**src/rtl/pipe_pkg.sv**
```systemverilog
// rtl/pipe_pkg.sv - shared types and constants for the pipeline hazard controller
package pipe_pkg;

  typedef enum logic [1:0] {
    RUN   = 2'd0,
    DRAIN = 2'd1,
    HALT  = 2'd2
  } state_e;

  localparam logic [4:0] REG_ZERO = 5'd0;

endpackage

```
**src/rtl/sat_counter.sv**
```systemverilog
// rtl/sat_counter.sv - saturating event counter
module sat_counter #(
  parameter int CNTW = 16
) (
  input  logic            clk,
  input  logic            rst,
  input  logic            inc,
  input  logic            en,
  output logic [CNTW-1:0] cnt
);

  logic [CNTW-1:0] cnt_q;
  logic [CNTW-1:0] cnt_d;

  // Advance on an enabled event unless already at all-ones.
  always_comb begin
    cnt_d = cnt_q;
    if (en && inc && (cnt_q != {CNTW{1'b1}})) begin
      cnt_d = cnt_q + {{(CNTW-1){1'b0}}, 1'b1};
    end
  end

  // Counter register with synchronous clear.
  always_ff @(posedge clk) begin
    if (rst) begin
      cnt_q <= '0;
    end else begin
      cnt_q <= cnt_d;
    end
  end

  assign cnt = cnt_q;

endmodule

```
**src/rtl/pipe_hazard_ctrl.sv**
```systemverilog
// rtl/pipe_hazard_ctrl.sv - stall/flush/halt sequencing for the five-stage core
module pipe_hazard_ctrl
  import pipe_pkg::*;
#(
  parameter int CNTW      = 16,
  parameter int DRAIN_MAX = 8
) (
  input  logic            clk,
  input  logic            rst,
  input  logic [4:0]      idrs,
  input  logic [4:0]      idrt,
  input  logic            idusers,
  input  logic            iduserst,
  input  logic            idfin,
  input  logic            exmemrd,
  input  logic [4:0]      exrt,
  input  logic            membrtaken,
  input  logic            wbfin,
  output logic            pcwrite,
  output logic            ifidwrite,
  output logic            ifidflush,
  output logic            idexflush,
  output logic            exmemflush,
  output logic            halted,
  output logic            halterr,
  output logic [CNTW-1:0] stallcnt,
  output logic [CNTW-1:0] flushcnt
);

  localparam int DCW = (DRAIN_MAX > 2) ? $clog2(DRAIN_MAX) : 1;
  localparam logic [DCW-1:0] DRAIN_LAST = DCW'(DRAIN_MAX - 1);

  state_e         state_q, state_d;
  logic [DCW-1:0] draincnt_q, draincnt_d;
  logic           halterr_q, halterr_d;
  logic           loaduse;
  logic           stall_inc, flush_inc, cnt_en;

  // A load in EX whose destination a reading ID instruction needs; $0 never hazards.
  assign loaduse = exmemrd && (exrt != REG_ZERO) &&
                   ((idusers && (exrt == idrs)) || (iduserst && (exrt == idrt)));

  // Priority: HALT, then taken branch, then fin/drain, then load-use.
  always_comb begin
    state_d    = state_q;
    draincnt_d = draincnt_q;
    halterr_d  = halterr_q;
    pcwrite    = 1'b1;
    ifidwrite  = 1'b1;
    ifidflush  = 1'b0;
    idexflush  = 1'b0;
    exmemflush = 1'b0;
    stall_inc  = 1'b0;
    flush_inc  = 1'b0;
    case (state_q)
      RUN: begin
        if (membrtaken) begin
          ifidflush  = 1'b1;
          idexflush  = 1'b1;
          exmemflush = 1'b1;
          flush_inc  = 1'b1;
        end else if (idfin) begin
          // fin moves on into EX; nothing younger is allowed behind it.
          pcwrite    = 1'b0;
          ifidflush  = 1'b1;
          state_d    = DRAIN;
          draincnt_d = '0;
        end else if (loaduse) begin
          pcwrite   = 1'b0;
          ifidwrite = 1'b0;
          idexflush = 1'b1;
          stall_inc = 1'b1;
        end
      end
      DRAIN: begin
        pcwrite    = 1'b0;
        ifidflush  = 1'b1;
        draincnt_d = draincnt_q + DCW'(1);
        if (membrtaken) begin
          // An older taken branch squashes fin; resume at the branch target.
          pcwrite    = 1'b1;
          idexflush  = 1'b1;
          exmemflush = 1'b1;
          flush_inc  = 1'b1;
          state_d    = RUN;
        end else if (wbfin) begin
          state_d = HALT;
        end else if (draincnt_q == DRAIN_LAST) begin
          halterr_d = 1'b1;
          state_d   = HALT;
        end
      end
      HALT: begin
        pcwrite    = 1'b0;
        ifidwrite  = 1'b0;
        ifidflush  = 1'b1;
        idexflush  = 1'b1;
        exmemflush = 1'b1;
      end
      default: begin
        state_d = RUN;
      end
    endcase
  end

  // State, drain timer and sticky error flag.
  always_ff @(posedge clk) begin
    if (rst) begin
      state_q    <= RUN;
      draincnt_q <= '0;
      halterr_q  <= 1'b0;
    end else begin
      state_q    <= state_d;
      draincnt_q <= draincnt_d;
      halterr_q  <= halterr_d;
    end
  end

  assign halted  = (state_q == HALT);
  assign halterr = halterr_q;
  assign cnt_en  = (state_q != HALT);

  sat_counter #(.CNTW(CNTW)) u_stall_cnt (
    .clk (clk),
    .rst (rst),
    .inc (stall_inc),
    .en  (cnt_en),
    .cnt (stallcnt)
  );

  sat_counter #(.CNTW(CNTW)) u_flush_cnt (
    .clk (clk),
    .rst (rst),
    .inc (flush_inc),
    .en  (cnt_en),
    .cnt (flushcnt)
  );

endmodule

```
**config.mk**
```make
export PLATFORM = sky130hd
export DESIGN_NAME = pipe_hazard_ctrl
export DESIGN_NICKNAME = d
export VERILOG_FILES = /design/src/rtl/pipe_pkg.sv /design/src/rtl/sat_counter.sv /design/src/rtl/pipe_hazard_ctrl.sv
export SDC_FILE = /design/constraint.sdc
export NUM_CORES = 1
export LEC_CHECK = 0
export CORE_AREA = 2 2 71 73
export DETAILED_ROUTE_END_ITERATION = 10
export DIE_AREA = 0 0 73 75
export PLACE_DENSITY = 0.79
export SLEW_MARGIN = 20
export SYNTH_ARGS = -nofsm -noshare
export SYNTH_HDL_FRONTEND = slang
export SYNTH_HIERARCHICAL = 1
export SYNTH_SLANG_ARGS = --single-unit
```
**constraint.sdc**
```tcl
create_clock -name clk -period 2.72 [get_ports clk]
set_input_delay 0.408 -clock clk [delete_from_list [all_inputs] [get_ports clk]]
set_output_delay 0.408 -clock clk [all_outputs]
set_load 0.005 [all_outputs]
```
==> impl_metrics.ini <==
[floorplan]
die_w_um = 73
core_mm2 = 0.00466
dieArea_mm2 = 0.00548
io_pins = 62
floorplan.rows = 25
start_util_pct = 47.3
die_h_um = 75

[timing]
worst_slew_pin_slew_ns = 0.791
fin_skew_ns = 0.00464
finalSetupViolations = 0
setup_tns_ns = 0
slew_violations = 0
clock.fmax_mhz = 396
finalHoldViolCount = 0
grt_setup_unrepaired = false
relSlewSlack_pct = 46.7
fin_crit_ns = 2.53
period_share_pct = 92.9

[yosys]
async_flop_share_pct = 0
synth_top_area_share_pct = 34.5
synth-simple-area-share_pct = 30.2
ys_ff_latch = 38
syn_area_mm2 = 0.00221
synth_fa_ha_area_share_pct = 4.54
synth_edf_count = 0
synth-compound-area-share_pct = 17.8
ys_types = 43
synth_area_leaders = dfxtp_1, a21oi_1, ha_1, xnor2_1, nor2_1
yosysTopAreaCell = dfxtp_1
synth.net_count = 298
synth_top_family_by_area = simple AND/OR/NAND/NOR gates
yosysWarnings = 6
synthXorXnorAreaFrac_pct = 4.76
synth.avg_cell_area_um2 = 8.26
synthMuxAreaShare_pct = 4.25
ys.flop_type = dfxtp_1
synthCells = 267
yosysSeqAreaShare_pct = 34.5

[clock_network]
clock_latency_ns = 0.29
cts.path.max_buffers = 2
ctsHoldBuffers = 0
clk_pin_slew_ns = 0.08
cts_tree = built
cts_max_level = 2
cts_sinks = 38
root_buffer = clkbuf_8
numCtsBuffers = 5

[routing]
routed_wl_um = 5490
post_drt_wl_per_cell_um = 13.9
drt_iter0_drc = 135
vias_per_cell = 5.78
ant_nets = 0
dr.pass1.iters = 4
drc = 0
vias = 2279

[placement]
gp_congestion = 0.827
port_buffers = 61
dp_cells = 386
place_area_mm2 = 0.00295
place_hpwl_um = 4060

[worst_setup_path]
cp_max_fo = 9
cp.required_ns = 2.93
critical_path_class = in2reg
cp-start-kind = primary input
end_kind = flop
crit_arrival_ns = 2.74

[job]
maxCapViolations = 0

[global_routing]
grt_overflow = 0
first_global_vias = 2036
grt_pass1_wl_um = 8980
grt_start_max_net_pins = 17
antenna_found_initial = 0
grt_usage_pct = 20.5

[finish]
finalNetCount = 370
nFillCells = 397
drive_gt1_share_pct = 12.1
diodes = 0
fin_cells = 394
syn_to_final_growth_pct = 39.1
fin_area_mm2 = 0.00307

[power]
power_density_mw_per_mm2 = 401
power_leakage_nw = 1.04
p_total_mw = 1.23
peakVddDrop_uv = 264

[min_path]
hold_path_class = reg2reg

[outcome]
status = complete, no violations
## cell families (layout without fill, tap and decap cells)
logic type               Yosys count  after routing
AO/OA/AOI/OAI                     62             62
XOR/XNOR                          12             12
adder cells (fa/ha/maj)            8              8
buffers and inverters             20             93
flip-flops                        38             38
multiplexers                       9              9
AND/OR/NAND/NOR                  118            118
## cell usage after synthesis (5+ instances only)
cell	n
or3_1	11
ha_1	8
nand4_1	12
nand2_1	16
nor2_1	23
nor3_1	10
mux2i_1	6
inv_1	12
nor4_1	5
dfxtp_1	38
o21ai_0	13
or4_1	8
a21oi_1	23
xnor2_1	10
nand3_1	9
o31ai_1	8
## timing repair
item / 4_1_cts / 5_1_grt
pin swaps: 0 / 0
cloned: 0 / 0
gates resized for setup: 2 / 5
buffers inserted: 0 / 0
endpoints found under the setup margin: 2 / 8
## registers in the layout (all words and copies together) (netlist names)
register and flops:
state_q 2, halterr 1, u_stall_cnt/cnt 16, u_flush_cnt/cnt 16, draincnt_q 3
## critical path, cell delays in order
cell,delay (ns)
clkdlybuf4s50_1,0.54
xnor2_1,0.14
nand4_1,0.14
o22a_1,0.26
nor4_2,0.25
and2_1,0.18
o41ai_2,0.13
or4_1,0.53
a21oi_1,0.16
## cell type report
class	count	area [µm²]	share of cell area, %
Timing Repair Buffer	73	706	23.0
Tap cell	54	67.6	2.20
Clock inverter	3	40.0	1.30
Inverter	12	45.0	1.47
Sequential cell	38	761	24.8
Clock buffer	5	68.8	2.24
Multi-Input combinational cell	209	1380	45.0
## per-stage QoR
stage | utilization [%] | hold WS [ns] | setup WS, ns
final | 65.9 | 0.497 | 0.194
after global routing | 65.9 | 0.509 | 0.0325
after CTS | 65.5 | 0.492 | 0.0304
after detailed placement | 63.2 | 0.478 | -0.171
after global placement | 63.2 | 0.461 | -0.0637
after floorplan | - | 0.461 | 0.522
## power breakdown
group | leakage, nW | total (mW) | switching (mW) | internal [mW]
combinational | 0.672 | 0.183 | 0.0851 | 0.0979
sequential | 0.307 | 0.573 | 0.00944 | 0.564
clock | 0.0579 | 0.473 | 0.203 | 0.270
total | 1.04 | 1.23 | 0.298 | 0.932
## path summary, 6_finish.rpt
path                              startpoint                               end  slack, ns  cells after the start
max                                  exrt[4]  u_stall_cnt/cnt[13]$_SDFFE_PP0P_       0.19                      9
min                     halterr$_SDFFE_PP0P_              halterr$_SDFFE_PP0P_       0.50                      2
max reg2reg  u_flush_cnt/cnt[0]$_SDFFE_PP0P_   u_flush_cnt/cnt[1]$_SDFFE_PP0P_       0.45                      6
min reg2reg             halterr$_SDFFE_PP0P_              halterr$_SDFFE_PP0P_       0.50                      2
## layout by cell type (no fill, tap or decap), types with 2 or more instances in the layout
master,n
clkdlybuf4s50_1,56
dfxtp_1,38
nor2_1,23
a21oi_1,23
nand2_1,16
o21ai_0,13
nand4_1,12
inv_1,12
buf_4,12
or3_1,11
xnor2_1,10
nor3_1,10
nand3_1,9
o31ai_1,8
or4_1,8
ha_1,7
mux2i_1,6
clkbuf_8,5
a22oi_1,4
nor4_1,4
and3_1,4
or4_4,3
mux2_2,3
nor2b_1,3
dlymetal6s2s_1,3
o21a_1,2
o22ai_1,2
clkinv_2,2
dlygate4sd2_1,2
nand3_2,2
and2_1,2
o41ai_2,2
xor2_1,2
o211ai_1,2
or3_2,2
and4_1,2
or2_2,2
and4_2,2
## metal layers
metal / global-route usage [%] / share of wire, % / vias up
met5: 0 / 0 / -
met4: 8.64 / 1.8 / 0
met1: 24.7 / 43 / 1059
li1: - / - / 1142
met3: 4.95 / 5.4 / 8
met2: 35.0 / 50 / 70
No activity file was read; power rests on OpenSTA's default activity.
